--- config.mk ---
export PLATFORM = sky130hd
export DESIGN_NAME = wb_resolve_stage
export DESIGN_NICKNAME = d
export VERILOG_FILES = /design/src/rtl/wb_resolve_stage.sv
export SDC_FILE = /design/constraint.sdc
export NUM_CORES = 1
export LEC_CHECK = 0
export CELL_PAD_IN_SITES_DETAIL_PLACEMENT = 0
export CELL_PAD_IN_SITES_GLOBAL_PLACEMENT = 1
export CORE_UTILIZATION = 24
export DETAILED_ROUTE_END_ITERATION = 10
export HOLD_SLACK_MARGIN = 0.06
export PLACE_DENSITY = 0.54
export SYNTH_ARGS = -nofsm -noshare
export SYNTH_HDL_FRONTEND = slang
export SYNTH_SLANG_ARGS = --single-unit
--- constraint.sdc ---
create_clock -name clk -period 3.5 [get_ports clk]
set_input_delay 0.7 -clock clk [delete_from_list [all_inputs] [get_ports clk]]
set_output_delay 0.7 -clock clk [all_outputs]
set_load 0.01 [all_outputs]
--- src/rtl/wb_resolve_stage.sv ---
// Writeback / branch-resolve stage: holds the MEM bundle, selects write data,
// resolves branches against NZV, tracks HLT and counts retired instructions.
module wb_resolve_stage #(
    parameter int DATA_W     = 16,
    parameter int REG_ADDR_W = 4,
    parameter int CNT_W      = 32,
    parameter int ZERO_REG   = 1
) (
    input  logic                  clk,
    input  logic                  rst,
    input  logic                  in_valid,
    input  logic                  stall,
    input  logic                  flush,
    input  logic                  in_branch,
    input  logic [2:0]            in_branch_cond,
    input  logic [2:0]            in_flags,
    input  logic [DATA_W-1:0]     in_pc_plus2,
    input  logic [DATA_W-1:0]     in_alu_result,
    input  logic [DATA_W-1:0]     in_mem_read,
    input  logic                  in_reg_write_src,
    input  logic                  in_reg_write,
    input  logic [REG_ADDR_W-1:0] in_rd,
    input  logic                  in_halt,
    output logic                  reg_write_en,
    output logic [REG_ADDR_W-1:0] reg_write_addr,
    output logic [DATA_W-1:0]     reg_write_data,
    output logic                  branching,
    output logic [DATA_W-1:0]     next_pc,
    output logic                  halted,
    output logic [CNT_W-1:0]      retired_count
);

    typedef enum logic {
        RUN    = 1'b0,
        HALTED = 1'b1
    } state_t;

    localparam logic [CNT_W-1:0] CNT_ONE = {{(CNT_W-1){1'b0}}, 1'b1};
    localparam logic [CNT_W-1:0] CNT_MAX = {CNT_W{1'b1}};

    state_t state;
    state_t state_next;

    logic                  valid;
    logic                  fresh;
    logic                  branch;
    logic [2:0]            cond;
    logic [2:0]            flags;
    logic [DATA_W-1:0]     pc_plus2;
    logic [DATA_W-1:0]     alu_result;
    logic [DATA_W-1:0]     mem_read;
    logic                  src;
    logic                  wr;
    logic [REG_ADDR_W-1:0] rd;
    logic                  halt;

    logic                  retire;
    logic                  cond_met;
    logic                  zero_block;
    logic                  flag_n;
    logic                  flag_z;
    logic                  flag_v;

    // Stage register: load on no-stall, fresh marks the first held cycle
    always_ff @(posedge clk or posedge rst) begin
        if (rst) begin
            valid      <= 1'b0;
            fresh      <= 1'b0;
            branch     <= 1'b0;
            cond       <= '0;
            flags      <= '0;
            pc_plus2   <= '0;
            alu_result <= '0;
            mem_read   <= '0;
            src        <= 1'b0;
            wr         <= 1'b0;
            rd         <= '0;
            halt       <= 1'b0;
        end else begin
            fresh <= ~stall;
            if (!stall) begin
                valid      <= in_valid & ~flush;
                branch     <= in_branch;
                cond       <= in_branch_cond;
                flags      <= in_flags;
                pc_plus2   <= in_pc_plus2;
                alu_result <= in_alu_result;
                mem_read   <= in_mem_read;
                src        <= in_reg_write_src;
                wr         <= in_reg_write;
                rd         <= in_rd;
                halt       <= in_halt;
            end else if (flush) begin
                valid <= 1'b0;
            end
        end
    end

    assign flag_n = flags[2];
    assign flag_z = flags[1];
    assign flag_v = flags[0];

    // Branch condition evaluation against the held NZV flags
    always_comb begin
        cond_met = 1'b0;
        unique case (cond)
            3'b000: cond_met = ~flag_z;
            3'b001: cond_met = flag_z;
            3'b010: cond_met = ~flag_z & ~flag_n;
            3'b011: cond_met = flag_n;
            3'b100: cond_met = flag_z | (~flag_z & ~flag_n);
            3'b101: cond_met = flag_n | flag_z;
            3'b110: cond_met = flag_v;
            3'b111: cond_met = 1'b1;
        endcase
    end

    assign retire     = valid & fresh & (state == RUN);
    assign zero_block = (ZERO_REG != 0) && (rd == '0);

    assign reg_write_data = src ? mem_read : alu_result;
    assign reg_write_addr = rd;
    assign reg_write_en   = retire & wr & ~halt & ~zero_block;
    assign branching      = retire & branch & cond_met;
    assign next_pc        = branching ? alu_result : pc_plus2;
    assign halted         = (state == HALTED);

    // Halt state register
    always_ff @(posedge clk or posedge rst) begin
        if (rst) begin
            state <= RUN;
        end else begin
            state <= state_next;
        end
    end

    // Halt next-state: a retiring HLT parks the stage until reset
    always_comb begin
        state_next = state;
        unique case (state)
            RUN:     if (retire && halt) state_next = HALTED;
            HALTED:  state_next = HALTED;
            default: state_next = RUN;
        endcase
    end

    // Saturating retire counter
    always_ff @(posedge clk or posedge rst) begin
        if (rst) begin
            retired_count <= '0;
        end else if (retire && retired_count != CNT_MAX) begin
            retired_count <= retired_count + CNT_ONE;
        end
    end

endmodule

==> results of run 1 <==
-- path summary, 6_finish.rpt --
kind / depth (start not counted) / slack [ps] / startpoint / to
hold / removal: 1 / 490 / retired_count[7] / retired_count[7]
setup reg to reg: 5 / 1210 / retired_count[20] / retired_count[1]
hold reg to reg: 1 / 490 / retired_count[7] / retired_count[7]
max in group asynchronous: 3 / 2070 / rst / pc_plus2[9]
min in group asynchronous: 2 / 760 / rst / reg_write_addr[1]
setup / recovery: 6 / 340 / cond[1] / next_pc[7]
-- per-stage QoR --
step / setup WS (ps) / hold slack (ps) / util / std cells / total power, mW
after floorplan: 266 / 471 / - / 334 / 1.51
after global placement: 449 / 474 / 0.338 / 689 / 1.79
after detailed placement: 362 / 490 / 0.338 / 689 / 1.80
after CTS: 266 / 503 / 0.357 / 705 / 2.93
after global routing: 174 / 521 / 0.357 / 705 / 3.02
final: 340 / 491 / 0.357 / 705 / 2.87
-- cells in the final DEF (no fill, tap or decap), types with 2 or more instances in the layout --
cell type        instances
nand3_1                 11
nand4_1                 15
nand2_1                  6
and2_1                   2
inv_6                    2
mux2i_1                  2
nor2_1                   7
nand3_2                  7
buf_12                   2
and3_1                  13
or2_1                    2
inv_1                    2
nand4_2                  3
buf_4                    3
and4_1                   3
mux2_2                  78
xnor2_1                 30
clkdlybuf4s50_1        136
bufinv_16                2
dfrtp_1                 97
nand4_4                  2
nand2_2                  2
nor3_1                   4
clkbuf_16                9
mux2_1                  17
-- flip-flops by register name (all words and copies together), names as in the netlist, 3 cells and up --
name / flops
flags: 3
retired_count: 32
cond: 3
mem_read: 16
pc_plus2: 16
reg_write_addr: 4
alu_result: 16
-- area by class of cell --
class | count | area, sq um
fill | 1781 | 11700
clock inverter | 5 | 85.1
inverter | 4 | 17.5
multi-input combinational | 217 | 2010
tap | 229 | 287
timing repair buffer | 142 | 1430
clock buffer | 11 | 243
sequential | 97 | 2430
-- worst register-to-register path, delay by kind of cell (launching register included) --
kind             cells  cell delay [ps]
AND/OR/NAND/NOR      4             1380
flip-flops           1              480
multiplexers         1              330
-- where the power goes --
group	switching, mW	internal (mW)	total, mW
logic	0.173	0.310	0.483
clock network	0.452	0.652	1.10
registers	0.0723	1.21	1.28
total	0.698	2.17	2.87
-- cell families after synthesis --
| family | after synthesis | share of synthesized area |
|---|---|---|
| simple gates | 84 | 0.128 |
| mux | 97 | 0.241 |
| fa+ha+maj | 1 | 0.00277 |
| compound gates | 4 | 0.0102 |
| xor+xnor | 31 | 0.0601 |
| buf+inv | 20 | 0.0208 |
| flops | 97 | 0.537 |
-- metal layers --
layer	up-vias	global-route usage
met3	11	0.0616
met4	0	0.0456
met5	-	0
met1	1570	0.153
met2	120	0.196
li1	1477	-
==> impl_summary.md, run 1 <==
Outcome
The flow ran to the end, but the final reports show violations. The final reports fail on design-rule violations.

Synth
The sequential element share of the synthesized area is 0.537. Yosys mapped the design onto 37 distinct sky130hd cell types. By count the netlist is led by dfrtp_1 (97), mux2_2 (78), xnor2_1 (30). The largest total area in the synthesized netlist belongs to dfrtp_1.

The count of flip-flops with a built-in enable after synthesis is 0. The mapped netlist covers 0.00452 sq mm. The Yosys step of the flow raised 0 warnings. The average instance in the mapped netlist occupies 13.5 sq um. The instance count of the mapped netlist is 334. In the synthesized netlist the dominant register cell turns out to be dfrtp_1. The area share of the largest cell type after synthesis is 0.537. Yosys instantiated no cell more often than dfrtp_1.

The share of synthesized flip-flops with an asynchronous set or reset is 1.00. By area the synthesized netlist is led by dfrtp_1 (54%), mux2_2 (19%), xnor2_1 (5.8%). When the netlist entered floorplanning its net count stood at 402. In this run, synthesis produced a sequential element count of 97.

Setup path
The critical setup path kind is register to primary output. In this run the worst path has a maximum fanout of 17. The startpoint class of the critical path is a register. Data on the critical path is required at its endpoint by 2800 ps. In this design, the largest share of critical-path delay is due to multiplexers. STA classifies the critical path endpoint as a primary output. STA puts the critical path data arrival time at 2460 ps.

The signal on the critical path passes through o21ai_1 > mux2i_1 > nand3_1 > nand4_4 > mux2_1 > clkdlybuf4s50_1. The number of buffer and inverter instances along the worst setup path is 1. Among all stages on the critical path, the largest delay is contributed by clkdlybuf4s50_1. In this design, the stage delay of the slowest critical-path cell is 490 ps.

STA
For this run, the top clock speed supported by timing is 316 MHz. The slew of the pin with the lowest slew margin is 735 ps. The number of pins exceeding their max-slew limit in the final report was 0. The share of the cycle needed by the critical path after routing is 0.903. The final worst clock skew is 10.8 ps. Setup violations remaining at the end of the flow were counted as 0. Setup repair after global routing left no endpoint under its margin. The minimum clock period is 3160 ps. The final hold violation count was 0. The worst relative slew slack is 0.510. The total negative setup slack is 0 ps.

Clock tree
In this run the clock root is driven by a clkbuf_16. The number of gates resized after CTS was 1. The later pin in the worst-skew pair is clocked with a latency of 350 ps.

The number of buffers inserted for hold repair after clock tree synthesis is 0. The number of sinks driven by the clock tree is 97. The clock passes through at most 2 buffers. The clock tree from TritonCTS is yes. The number of H-tree branching levels is 3.

After clock tree synthesis, the setup repair step added 0 buffers. The number of clock buffers added by TritonCTS is 9. The clock transition at the registers of the reported paths is 70 ps.

Routing
Summing over every cut layer, the via total after detailed routing is 3178. Once detail routing completed, the nets flagged for antenna violations numbered 0. The first routing iteration left 112 violations. The wire length on met3 is 1150 um. The total met2 wirelength after detailed routing is 5160 um.

After detailed routing, the wire length on met1 is 5060 um. Dividing the detail-routed via count by the number of cells gives 4.51. Summed over all layers, the routed wires come to 11500 um. For this run, the detailed router's first-pass iteration total came to 9.

The DRC violation count after routing is 7. The highest layer used for signal routing is met4. The average wire per standard cell is 16.4 um.

Placed design
The wire-length estimate of the detail-placed layout is 8230 um. After detailed placement, the total cell area comes to 0.00616 sq mm. Input and output buffers added on the ports amount to 137.

The final weighted congestion in routability-driven placement is 0.713.

Cells and area
The final layout contains 539 nets. After routing the design area is 0.00649 sq mm. The layout overhead on the synthesized area is 43.7%. The repair_antennas step left the layout with diodes totalling 0. In the final layout, the share of cells above drive strength 1 is 0.252.

Power
VDD sags by at most 0.294 mV. The static leakage power is 2.60 nW. The ratio of total power to cell area is 442 mW/mm^2.

Die
The die boundary height is 139 um. The floorplan step defined a die boundary enclosing 0.0194 sq mm. For this configuration, the core starts out at a cell density of 0.248.

The row count is 49. The width of the die is 139 um. The placeable core region is 0.0182 sq mm. 138 I/O pins were placed.

Hold path
The min-delay analysis places its worst path in the category register to register.

Global route
The maximum number of pins on one net before global-route repair is 43. The global route total overflow is 0. For this run, the total global-route usage over all layers was measured as 0.127. The first global-routing pass estimated 18900 um of wire. The via count of the first global-routing pass is 3397. The initial antenna violation count is 0.

Job
Across the run, the number of max-cap violations was 0.
No activity file was read; power rests on OpenSTA's default activity.
==> run 2, diff against run 1 <==
PLACE_DENSITY = 0.6   (was 0.54)
SETUP_SLACK_MARGIN = 0.1   (was unset)
==> impl_summary.md, run 2 (same netlist as run 1, synthesis figures left out) <==
Outcome
The flow ran to the end, but the final reports show violations. The final reports fail on design-rule violations.

STA
The achievable clock frequency is 319 MHz. Measured against its own limit, the worst slew margin works out to 0.481. The final worst slack is 363 ps. Setup repair after global routing left no endpoint under its margin.

For the pin with the worst max-slew slack, the measured transition is 779 ps. Dividing the final minimum period by the clock period gives 0.896. For the final database, setup skew stands at 4.43 ps.

The minimum clock period is 3140 ps. The number of pins exceeding their max-slew limit in the final report came to 0. Adding up every negative setup slack in the final design gives 0 ps.

The final count of negative-setup-slack endpoints is 0. The final hold violation count came to 0.

Global route
Entering global routing, the biggest net connects 55 pins. The via count of the first global-routing pass is 3476. The met3 track utilization from global routing is 0.0592. The first global-routing pass estimated 18600 um of wire. For this run, the total global-route usage over all layers was measured as 0.124. The initial antenna violation count is 0.

For this run, global-route usage on met2 was measured as 0.198. met2 is the most crowded layer. The global route total overflow is 0. The met1 track demand over resource is 0.146.

Cells and area
The core occupancy in the finished layout is 0.355. The net count of the finished layout is 539. In the layout the commonest cells are clkdlybuf4s50_1 (136), dfrtp_1 (97), mux2_2 (78), xnor2_1 (30), mux2_1 (17).

Compared with the post-synthesis result, the final layout area differs by 43.1%. The flip-flop count of the largest register, all copies and words added is 32. The register name with the most flops is retired_count.

After filler insertion, the fill cell instance count of the layout stands at 1792. The share of cells above drive strength 1 is 0.252. The leading cell type in the layout, fill and taps excluded is clkdlybuf4s50_1.

Routing
The average wire per standard cell is 16.1 um. Once detail routing completed, the nets flagged for antenna violations numbered 0. After the first detailed-routing iteration, the DRC count stood at 78. For this run, the detailed router's first-pass iteration total came to 9. The DRC violation count after routing is 18.

The final route contains 3146 vias. The final wirelength is 11400 um. After detailed routing, the number of vias per cell comes to 4.46.

Die
Row generation in the floorplan step produced 49 rows. From bottom edge to top edge, the die measures 139 um. The placeable core region is 0.0182 sq mm.

The initial standard-cell utilization of the core is 0.248. In this run the horizontal extent of the chip is 139 um. In this run the count of I/O pins placed on the die edge is 138. The floorplan step defined a die boundary enclosing 0.0194 sq mm.

Clock tree
The clock passes through at most 2 buffers. TritonCTS created 9 clock buffers. The clock transition at the registers of the reported paths is 70 ps. The buffer type at the clock tree root is clkbuf_16. The number of H-tree branching levels is 3. The later-pin clock latency in the skew report is 340 ps. The number of sinks driven by the clock tree is 97. TritonCTS built the clock tree. After clock tree synthesis, the flow added hold-fix buffers numbering 0.

Power
The final total power is 2.79 mW. In this run the power density over the cells is 432 mW/mm^2. The maximum vdd drop is 0.231 mV. The static leakage power is 2.59 nW.

Job
The number of max-cap violations is 0.

Placed design
The number of port buffers is 137. The final weighted congestion in routability-driven placement is 0.758. The pre-CTS setup slack is 390 ps.

Detailed placement finished with a half-perimeter wire length of 8110 um.

Setup path
The critical path is of the register to primary output type. The critical path arrival is 2440 ps. The biggest fanout along the worst timing path is 17. The worst setup path is captured at a primary output. STA puts the critical path data required time at 2800 ps. The startpoint class of the critical path is a register.

Hold path
The path class of the tightest hold or removal check is register to register.
## run 2: cell types whose count changed in the layout (fill, tap and decap cells not counted), sizes merged
cell and delta:
diode +1, inv -2, clkbuf +1, bufinv -1, clkinv +2
## run 2: repair_timing
item                       4_1_cts  5_1_grt
buffers inserted                 0        0
resized for setup                1        0
setup endpoints to repair       16        0
## run 2: final timing paths
kind | to | depth (start not counted) | slack, ps | start
max | next_pc[2] | 6 | 360 | cond[1]
min | retired_count[7] | 1 | 500 | retired_count[7]
max reg2reg | retired_count[1] | 5 | 1260 | retired_count[20]
min reg2reg | retired_count[7] | 1 | 500 | retired_count[7]
max in group asynchronous | pc_plus2[13] | 3 | 2070 | rst
min in group asynchronous | retired_count[20] | 2 | 740 | rst
## run 2: through the flow
step	hold slack, ps	cells	area, sq um
4_1_cts	503	705	6460
6_report	501	706	6460
3_3_place_gp	480	689	6150
2_1_floorplan	471	334	4520
5_1_grt	519	705	6460
3_5_place_dp	492	689	6150
## run 2: critical path, cell delays in order, from the launching register on
cell,delay [ps]
dfrtp_1,400
o21ai_1,190
mux2i_1,100
nand3_1,130
nand4_4,350
mux2_1,450
clkdlybuf4s50_1,480
## run 2: layer usage
layer  vias up  wire length, um
met3        11             1180
met2       112             5240
li1       1475                -
met5         -                0
met1      1548             4790
met4         0              161
## run 2: cell type report
cell class / instances / area, sq um / share of cell area
diodes: 1 / 2.50 / 0.000387
clock buffers: 12 / 256 / 0.0397
clock inverters: 4 / 51.3 / 0.00793
inverters: 4 / 17.5 / 0.00271
multi-input cells: 217 / 2010 / 0.310
flip-flops and latches: 97 / 2430 / 0.375
well taps: 229 / 287 / 0.0443
repair buffers: 142 / 1420 / 0.219
## run 2: power by group
group          total [mW]  switching, mW  internal (mW)
combinational       0.479          0.170          0.308
clock                1.02          0.431          0.594
sequential           1.29         0.0767           1.21
total                2.79          0.678           2.11
==> run 3, diff against run 2 <==
CORE_UTILIZATION = 35   (was 24)
PLACE_DENSITY = 0.8   (was 0.6)
==> impl_summary.md, run 3 (same netlist as run 1, synthesis figures left out) <==
Cells and area
The flip-flop count of the largest register, all copies and words added is 32. Leaving out filler cells and counting taps, the final layout contains 646. The number of fillers in the final layout is 1128.

Of the cells placed in the final design, the portion with a size suffix greater than 1 is 0.249. Summing all flip-flop and latch instances after layout gives 0.00243 sq mm. The final antenna diode count is 0. The register name with the most flops is retired_count.

The layout overhead on the synthesized area is 41.7%. The post-layout net count is 537. The combined area of the multi-input logic cells is 0.00201 sq mm. The library cell used most frequently in the layout, excluding fill and tap cells, is clkdlybuf4s50_1. Leaving out fill and tap cells, the most frequent cells in the layout are clkdlybuf4s50_1 (136), dfrtp_1 (97), mux2_2 (78), xnor2_1 (30), mux2_1 (17).

STA
The slew of the pin with the lowest slew margin is 772 ps. The achievable clock frequency is 321 MHz. The final hold violation count is 0. The number of pins exceeding their max-slew limit in the final report is 0. The final worst clock skew is 4.46 ps. The worst pin sits at a relative slew slack of 0.485. The minimum clock period is 3120 ps. The share of the cycle needed by the critical path after routing is 0.891. The minimum hold slack is 490 ps. The total negative setup slack is 0 ps. Setup violations remaining at the end of the flow were counted as 0. Setup repair after global routing left no endpoint under its margin.

Clock tree
CTS saw 97 sinks. The number of buffers on the longest clock path is 2. The number of buffers inserted to repair setup after CTS is 0. TritonCTS built the clock tree. The buffer type at the clock tree root is clkbuf_16.

The clock reaches the later pin of the worst-skew pair after 350 ps. The total clock buffers created by CTS is 9. Clock-pin slew was measured on the worst setup and hold paths at 70 ps.

In this run, post-CTS hold repair placed 0 buffers. The number of gates resized after CTS was 1. CTS built an H-tree with a depth of 3.

Setup path
The highest cell delay on the worst timing path is 490 ps. Counting both buffers and inverters, the worst setup path holds a total of 1. The critical path goes through o21ai_1 > mux2i_1 > nand3_1 > nand4_4 > mux2_1 > clkdlybuf4s50_1. The family of cells with the greatest summed delay on the critical path is multiplexers. The biggest fanout along the worst timing path is 17. The reg-to-reg startpoint is retired_count[20]. The kind of end point of the critical path is a primary output. The worst setup path is launched from a register. The most critical setup path has its startpoint at cond[1]. The largest individual stage delay along the critical path comes from the cell clkdlybuf4s50_1. The critical path arrival is 2420 ps.

Data on the critical path is required at its endpoint by 2800 ps. The worst setup path is of the register to primary output kind.

Power
The net switching power figure is 0.668 mW. The sequential group share of total power is 0.456. For this design the static power due to leakage is 2.60 nW. Dividing total power by cell area gives a power density of 442 mW/mm^2. The share of total power dissipated in combinational logic is 0.167.

The share of total power dissipated in the clock network is 0.378. Of the total power, the share spent switching nets is 0.236. Across the VDD grid, the largest voltage drop is 0.261 mV. The internal power contribution is 2.17 mW. The final total power is 2.83 mW.

Global route
Global routing finished with a remaining overflow of 0. The global-route wire length before repair is 16600 um. The maximum number of pins on one net before global-route repair is 62.

The via count of the first global-routing pass is 3298. The initial antenna violation count was 0. The all-layer global routing usage is 0.164.

Placed design
The number of instances in the placed design is 630. The detailed placement HPWL is 7230 um. The final weighted congestion in routability-driven placement is 0.772. The number of port buffers is 137.

Job
Across the run, the number of max-cap violations was 0.

Die
The die boundary height is 116 um. The initial utilization of the core area, before any placement, comes to 0.358. The row count is 41. The die footprint is 0.0134 sq mm. The total area inside the core boundary comes to 0.0126 sq mm.

The number of ports placed on the die boundary is 138. From left edge to right edge, the die measures 116 um.

Routing
Wires add up to 10300 um. The violation count after the first detailed-route iteration is 182. Once detail routing completed, the nets flagged for antenna violations numbered 0. The DRC violation count after routing is 0. The number of search-and-repair iterations in the first detailed-routing pass is 4.

The detailed-route via count is 3140. After detailed routing, the average wire length per cell comes to 15.9 um. Dividing the detail-routed via count by the number of cells gives 4.86.

Hold path
The launch point of the worst hold path is retired_count[7]. The class of the tightest hold or removal check is register to register.

Outcome
The flow ran to the end, and the final reports show no timing, DRC or antenna violations.
-- run 3: area by class of cell --
cell class	count	share of cell area
clock inverters	5	0.0123
well taps	172	0.0336
repair buffers	140	0.221
multi-input cells	217	0.313
clock buffers	11	0.0379
inverters	4	0.00274
flip-flops and latches	97	0.379
-- run 3: power groups by stage --
stage	Combinational [mW]	Sequential (mW)	Clock, mW
floorplan	0.220	1.29	0
global placement	0.471	1.31	0
detailed placement	0.476	1.31	0
CTS	0.481	1.29	1.10
global route	0.510	1.31	1.15
finish	0.472	1.29	1.07
-- run 3: final timing paths --
path | to | slack, ps | cells after the start
setup / recovery | next_pc[0] | 380 | 6
hold / removal | retired_count[7] | 490 | 1
setup reg to reg | retired_count[1] | 1220 | 5
hold reg to reg | retired_count[7] | 490 | 1
max in group asynchronous | pc_plus2[12] | 2060 | 3
min in group asynchronous | retired_count[29] | 740 | 2
-- run 3: routing by layer --
metal / GRT usage / vias up / share of wire / routed length [um]
met4: 0.0744 / 0 / 0.018 / 188
met5: 0 / - / 0 / 0
met1: 0.196 / 1537 / 0.42 / 4330
met2: 0.248 / 115 / 0.45 / 4580
met3: 0.0826 / 11 / 0.11 / 1160
li1: - / 1477 / - / -
-- run 3: worst register-to-register path, stage by stage, from the launching register on --
cell and delay [ps]:
dfrtp_1 470, nand4_2 160, nor4_4 440, nand4_4 470
nand2_1 280, mux2_1 340
-- run 3: through the flow --
step | setup WS (ps) | utilization | area (sq um)
floorplan | 266 | - | 4520
detailed placement | 449 | 0.481 | 6070
finish | 381 | 0.507 | 6400
global route | 224 | 0.507 | 6400
CTS | 327 | 0.507 | 6400
global placement | 521 | 0.481 | 6070
